<file path="src/rtl/armleocpu_ptw_pkg.sv">
// rtl/armleocpu_ptw_pkg.sv - Sv32 page-table walker states, PTE field positions and bus constants
package armleocpu_ptw_pkg;

  typedef enum logic [1:0] {
    IDLE      = 2'd0,
    ISSUE     = 2'd1,
    WAIT_DATA = 2'd2,
    DONE      = 2'd3
  } ptw_state_t;

  localparam int PTE_V = 0;
  localparam int PTE_R = 1;
  localparam int PTE_W = 2;
  localparam int PTE_X = 3;
  localparam int PTE_U = 4;
  localparam int PTE_G = 5;
  localparam int PTE_A = 6;
  localparam int PTE_D = 7;

  localparam int PPN1_HI = 31;
  localparam int PPN1_LO = 20;
  localparam int PPN0_HI = 19;
  localparam int PPN0_LO = 10;

  localparam logic [1:0] AVL_OK           = 2'b00;
  localparam logic [7:0] BARE_ACCESS_BITS = 8'hCF;

  // Byte address of a 4-byte PTE inside a 4 KiB table.
  function automatic logic [33:0] pte_address(input logic [21:0] table_ppn, input logic [9:0] index);
    return {table_ppn, index, 2'b00};
  endfunction

endpackage

</file>
<file path="src/rtl/armleocpu_ptw.sv">
// rtl/armleocpu_ptw.sv - Sv32 page-table walker with an Avalon-MM read master
// Define ARMLEOCPU_PTW_AD_CHECK_EN to raise a page fault on leaf PTEs whose A bit is clear.
module armleocpu_ptw
  import armleocpu_ptw_pkg::*;
(
  input  logic        clk,
  input  logic        async_rst,
  input  logic        matp_mode,
  input  logic [21:0] matp_ppn,
  input  logic        resolve_request,
  input  logic [19:0] virtual_address,
  output logic        resolve_ack,
  output logic        resolve_done,
  output logic        resolve_pagefault,
  output logic        resolve_accessfault,
  output logic [7:0]  resolve_access_bits,
  output logic [21:0] resolve_physical_address,
  output logic [33:0] avl_address,
  output logic        avl_read,
  input  logic        avl_waitrequest,
  input  logic        avl_readdatavalid,
  input  logic [31:0] avl_readdata,
  input  logic [1:0]  avl_response,
  output logic [24:0] state_debug_output
);

  ptw_state_t  state;
  logic        level;
  logic [19:0] vpn;
  logic [21:0] table_ppn;
  logic [1:0]  last_response;

  logic [21:0] res_ppn;
  logic [7:0]  res_bits;
  logic        res_pagefault;
  logic        res_accessfault;

  logic pte_invalid;
  logic pte_leaf;
  logic pte_misaligned;
  logic pte_ad_fault;
  logic unused_rsw;

  always_comb begin
    pte_invalid    = !avl_readdata[PTE_V] || (!avl_readdata[PTE_R] && avl_readdata[PTE_W]);
    pte_leaf       = avl_readdata[PTE_R] || avl_readdata[PTE_X];
    pte_misaligned = level && (avl_readdata[PPN0_HI:PPN0_LO] != 10'd0);
  end

`ifdef ARMLEOCPU_PTW_AD_CHECK_EN
  assign pte_ad_fault = !avl_readdata[PTE_A];
`else
  assign pte_ad_fault = 1'b0;
`endif

  // RSW bits are software-defined and never affect the walk.
  assign unused_rsw = ^avl_readdata[9:8];

  assign state_debug_output = {last_response, vpn, level, state};

  always_ff @(posedge clk or posedge async_rst) begin
    if (async_rst) begin
      state                    <= IDLE;
      level                    <= 1'b1;
      vpn                      <= '0;
      table_ppn                <= '0;
      last_response            <= AVL_OK;
      res_ppn                  <= '0;
      res_bits                 <= '0;
      res_pagefault            <= 1'b0;
      res_accessfault          <= 1'b0;
      avl_read                 <= 1'b0;
      avl_address              <= '0;
      resolve_ack              <= 1'b0;
      resolve_done             <= 1'b0;
      resolve_pagefault        <= 1'b0;
      resolve_accessfault      <= 1'b0;
      resolve_access_bits      <= '0;
      resolve_physical_address <= '0;
    end else begin
      resolve_ack  <= 1'b0;
      resolve_done <= 1'b0;
      case (state)
        IDLE: begin
          if (resolve_request) begin
            vpn         <= virtual_address;
            resolve_ack <= 1'b1;
            if (matp_mode) begin
              level       <= 1'b1;
              table_ppn   <= matp_ppn;
              avl_read    <= 1'b1;
              avl_address <= pte_address(matp_ppn, virtual_address[19:10]);
              state       <= ISSUE;
            end else begin
              res_ppn         <= {2'b00, virtual_address};
              res_bits        <= BARE_ACCESS_BITS;
              res_pagefault   <= 1'b0;
              res_accessfault <= 1'b0;
              state           <= DONE;
            end
          end
        end
        ISSUE: begin
          if (!avl_waitrequest) begin
            avl_read <= 1'b0;
            state    <= WAIT_DATA;
          end
        end
        WAIT_DATA: begin
          if (avl_readdatavalid) begin
            last_response   <= avl_response;
            res_ppn         <= '0;
            res_bits        <= '0;
            res_pagefault   <= 1'b0;
            res_accessfault <= 1'b0;
            state           <= DONE;
            // Bus errors win over anything decoded from the returned word.
            if (avl_response != AVL_OK) begin
              res_accessfault <= 1'b1;
            end else if (pte_invalid) begin
              res_pagefault <= 1'b1;
            end else if (pte_leaf) begin
              if (pte_misaligned || pte_ad_fault) begin
                res_pagefault <= 1'b1;
              end else begin
                res_ppn  <= level ? {avl_readdata[PPN1_HI:PPN1_LO], vpn[9:0]}
                                  : avl_readdata[PPN1_HI:PPN0_LO];
                res_bits <= avl_readdata[7:0];
              end
            end else if (level) begin
              level       <= 1'b0;
              table_ppn   <= avl_readdata[PPN1_HI:PPN0_LO];
              avl_read    <= 1'b1;
              avl_address <= pte_address(avl_readdata[PPN1_HI:PPN0_LO], vpn[9:0]);
              state       <= ISSUE;
            end else begin
              res_pagefault <= 1'b1;
            end
          end
        end
        DONE: begin
          resolve_done             <= 1'b1;
          resolve_pagefault        <= res_pagefault;
          resolve_accessfault      <= res_accessfault;
          resolve_access_bits      <= res_bits;
          resolve_physical_address <= res_ppn;
          state                    <= IDLE;
        end
        default: state <= IDLE;
      endcase
    end
  end

endmodule

</file>
<file path="config.mk">
export PLATFORM = sky130hd
export DESIGN_NAME = armleocpu_ptw
export DESIGN_NICKNAME = d
export VERILOG_FILES = /design/src/rtl/armleocpu_ptw_pkg.sv /design/src/rtl/armleocpu_ptw.sv
export SDC_FILE = /design/constraint.sdc
export NUM_CORES = 1
export LEC_CHECK = 0
export CAP_MARGIN = 20
export CORE_MARGIN = 4
export CORE_UTILIZATION = 45
export CTS_BUF_LIST = sky130_fd_sc_hd__clkbuf_4 sky130_fd_sc_hd__clkbuf_8
export DETAILED_ROUTE_END_ITERATION = 6
export PLACE_DENSITY = 0.78
export SLEW_MARGIN = 5
export SYNTH_ARGS = -nofsm -noshare
export SYNTH_HDL_FRONTEND = slang
export SYNTH_SLANG_ARGS = --single-unit
export TNS_END_PERCENT = 5
</file>
<file path="constraint.sdc">
create_clock -name clk -period 10.4 [get_ports clk]
set_input_delay 3.12 -clock clk [delete_from_list [all_inputs] [get_ports clk]]
set_output_delay 3.12 -clock clk [all_outputs]
set_load 0.01 [all_outputs]
</file>
==> flow_metrics.tcl <==
set metrics [dict create \
    status "completed" \
    numCtsBuffers 17 \
    overflow 0 \
    worstPathRequired_ns 10.77 \
    dpl.cell_count 807 \
    slew_headroom_pct 31.8 \
    ys.flop_type "dfrtp_1" \
    fp.dieH_um 120 \
    fmax_mhz 188 \
    synth-edff-count 0 \
    p_leak_nw 3.42 \
    fin_cells 841 \
    cts_max_level 4 \
    fin_setup_tns_ns 0 \
    grt_max_degree 73 \
    hpwl_mm 11.4 \
    drtPass1Iterations 6 \
    synthTopCellsByCount "dfrtp_1 (123), nand2_1 (116), mux2_2 (83), nor2_1 (25), a31oi_1 (19)" \
    synthArstFlopShare_pct 100 \
    reg2reg_slack_ns 7.68 \
    yosysSeqAreaShare_pct 55.4 \
    synth.top_cell.area_share_pct 55.0 \
    viasPerCell 5.38 \
    wire_per_inst_um 19.1 \
    p_per_area_nw_per_um2 315 \
    gp_congestion 0.887 \
    setup_slack_ns 5.09 \
    syn-mean-instance-area_sq_um 11.2 \
    slew_viol_final 0 \
    min_to "last_response[0]$_DFFE_PP0P_" \
    seqPwrFrac_pct 35.3 \
    synth_cells 499 \
    track_usage_pct 22.9 \
    setup_viol 0 \
    synth_cell_types 45 \
    cts_setup_buffers 0 \
    fin_hold_ws_ns 0.489 \
    antenna_found_initial 0 \
    final_util_pct 65.1 \
    hold_path_startpoint "last_response[0]$_DFFE_PP0P_" \
    p_int_w 0.00160 \
    antenna_left 0 \
    synth_top_family_by_area "multiplexers" \
    tightest_slew_ns 1.02 \
    crit_type "input port to register" \
    holdPathStages 2 \
    wl_mm 16.1 \
    cts_tree "yes" \
    comb_power_share_pct 45.6 \
    finClkSkew_ns 0.0112 \
    vias 4525 \
    initial_utilization_pct 46.2 \
    yosys.area_share.simple_pct 15.2 \
    layout.nets 742 \
    drc_errors 0 \
    fill_cells 993 \
    ir_drop_mv 0.139 \
    synth_xor_area_share_pct 0 \
    multi_input_area_sq_um 2340 \
    seqCellArea_sq_um 3100 \
    ios 176 \
    synth_compound_area_share_pct 7.24 \
    fp-row-count 40 \
    arrival_ns 5.68 \
    rsz0062_at_grt "false" \
    io_buffers 171 \
    holdCritPathClass "register to register" \
    endpoint_kind "register" \
    drive_above_1_share_pct 20.5 \
    p_sw_w 0.000882 \
    yosysWarningCount 0 \
    min_period_over_period_pct 51.1 \
    clk_latency_ns 0.43 \
    dieArea_sq_um 14300 \
    r2r-start "state[1]$_DFFE_PP0P_" \
    synth.area.mux_share_pct 18.7 \
    cts_buffer_depth 2 \
    core-area_sq_um 12100 \
    grt_pass1_wl_mm 25.6 \
    reg2reg_to "res_ppn[6]$_DFFE_PP0P_" \
    sw_frac_of_total_pct 35.5 \
    rr_worst_depth 4 \
    drt_iter0_drc 438 \
    synth_most_common_cell "dfrtp_1" \
    synth_area_leaders "dfrtp_1 (55%), mux2_2 (17%), nand2_1 (7.8%)" \
    path_clk_slew_ns 0.07 \
    start_kind "input port" \
    cts_resized 0 \
    max_cap_viol_count 0 \
    diodes 0 \
    cts_sinks 124 \
    cp_max_fo 26 \
    syn2layout_area_growth_pct 40.9 \
    die_w_um 120 \
    yosysTopAreaCell "dfrtp_1" \
    first_global_vias 4720 \
    ys_ff_latch 124 \
    holdBufCountCts 0 \
    syn-cell-area_sq_um 5600 \
    root_buffer "clkbuf_8" \
    pre_cts_ws_ns 4.68 \
    hold_viol 0 \
    min_period_ns 5.31 \
    p_clk_share_pct 19.2 \
    synth_adder_area_share_pct 0 \
]
[metal layers]
layer | track usage [%] | routed length (um)
met1 | 29.4 | 6690
met2 | 37.3 | 7810
met3 | 6.60 | 1230
met4 | 7.73 | 358
met5 | 0 | 0
[cell type report]
class	count	area share, %
sequential	124	39.3
multi-input combinational	336	29.7
timing repair buffer	177	22.4
clock buffer	19	3.31
tap	168	2.66
clock inverter	13	2.39
inverter	4	0.222
[registers in the layout, summed over array words and instances (netlist names)]
signal,count
avl_address,32
res_ppn,22
resolve_physical_address,22
vpn,20
res_bits,8
resolve_access_bits,8
last_response,2
state,2
avl_read,1
level,1
res_accessfault,1
res_pagefault,1
resolve_accessfault,1
resolve_ack,1
resolve_done,1
resolve_pagefault,1
[worst max-delay path, cell delays in order]
cell             delay [ns]
clkdlybuf4s50_1        0.43
nor2_1                 0.30
nand3_1                0.74
o31ai_1                0.78
o221a_2                0.30
[metrics by stage]
| step | power (W) | cell area (sq um) |
|---|---|---|
| after floorplan | 0.00147 | 5600 |
| after global placement | 0.00197 | 7410 |
| after detailed placement | 0.00201 | 7410 |
| after CTS | 0.00250 | 7860 |
| after global routing | 0.00264 | 7890 |
| final | 0.00249 | 7890 |
[how the worst max path moves through the flow]
stage | startpoint | endpoint | slack [ns] | cells past startpoint
after floorplan | async_rst | avl_address[10]$_DFFE_PP0P_ | 3.98 | 1
after global placement | avl_response[1] | res_bits[6]$_DFFE_PP0P_ | 4.75 | 5
after detailed placement | avl_response[1] | res_bits[7]$_DFFE_PP0P_ | 4.68 | 5
after CTS | avl_response[1] | res_bits[7]$_DFFE_PP0P_ | 5.17 | 5
after global routing | avl_response[0] | res_bits[7]$_DFFE_PP0P_ | 4.91 | 5
final | avl_response[1] | res_bits[7]$_DFFE_PP0P_ | 5.09 | 5
[cell families (layout without fill, tap and decap cells)]
kind of cell,after synthesis,count (layout)
AND/OR/NAND/NOR,188,188
flip-flops,124,124
multiplexers,94,94
AO/OA/AOI/OAI,52,52
buffers and inverters,40,213
other,1,2
[layout by cell type (no fill, tap or decap), types with 4 or more instances in the layout]
cell               n
clkdlybuf4s50_1  171
dfrtp_1          123
nand2_1          116
mux2_2            83
nor2_1            24
a31oi_1           19
clkbuf_8          19
nand3_1           12
mux2i_1           10
or4_1             10
or3_1              7
a32o_1             4
a21oi_1            4
bufinv_16          4
buf_4              4
[power groups by stage]
stage / logic, W / clock network [W] / registers [W]
floorplan: 0.000562 / 0 / 0.000909
global placement: 0.00110 / 0 / 0.000869
detailed placement: 0.00113 / 0 / 0.000885
CTS: 0.00114 / 0.000483 / 0.000879
global route: 0.00122 / 0.000508 / 0.000909
finish: 0.00113 / 0.000477 / 0.000877
Note: power is estimated with default switching activity, not from simulation.
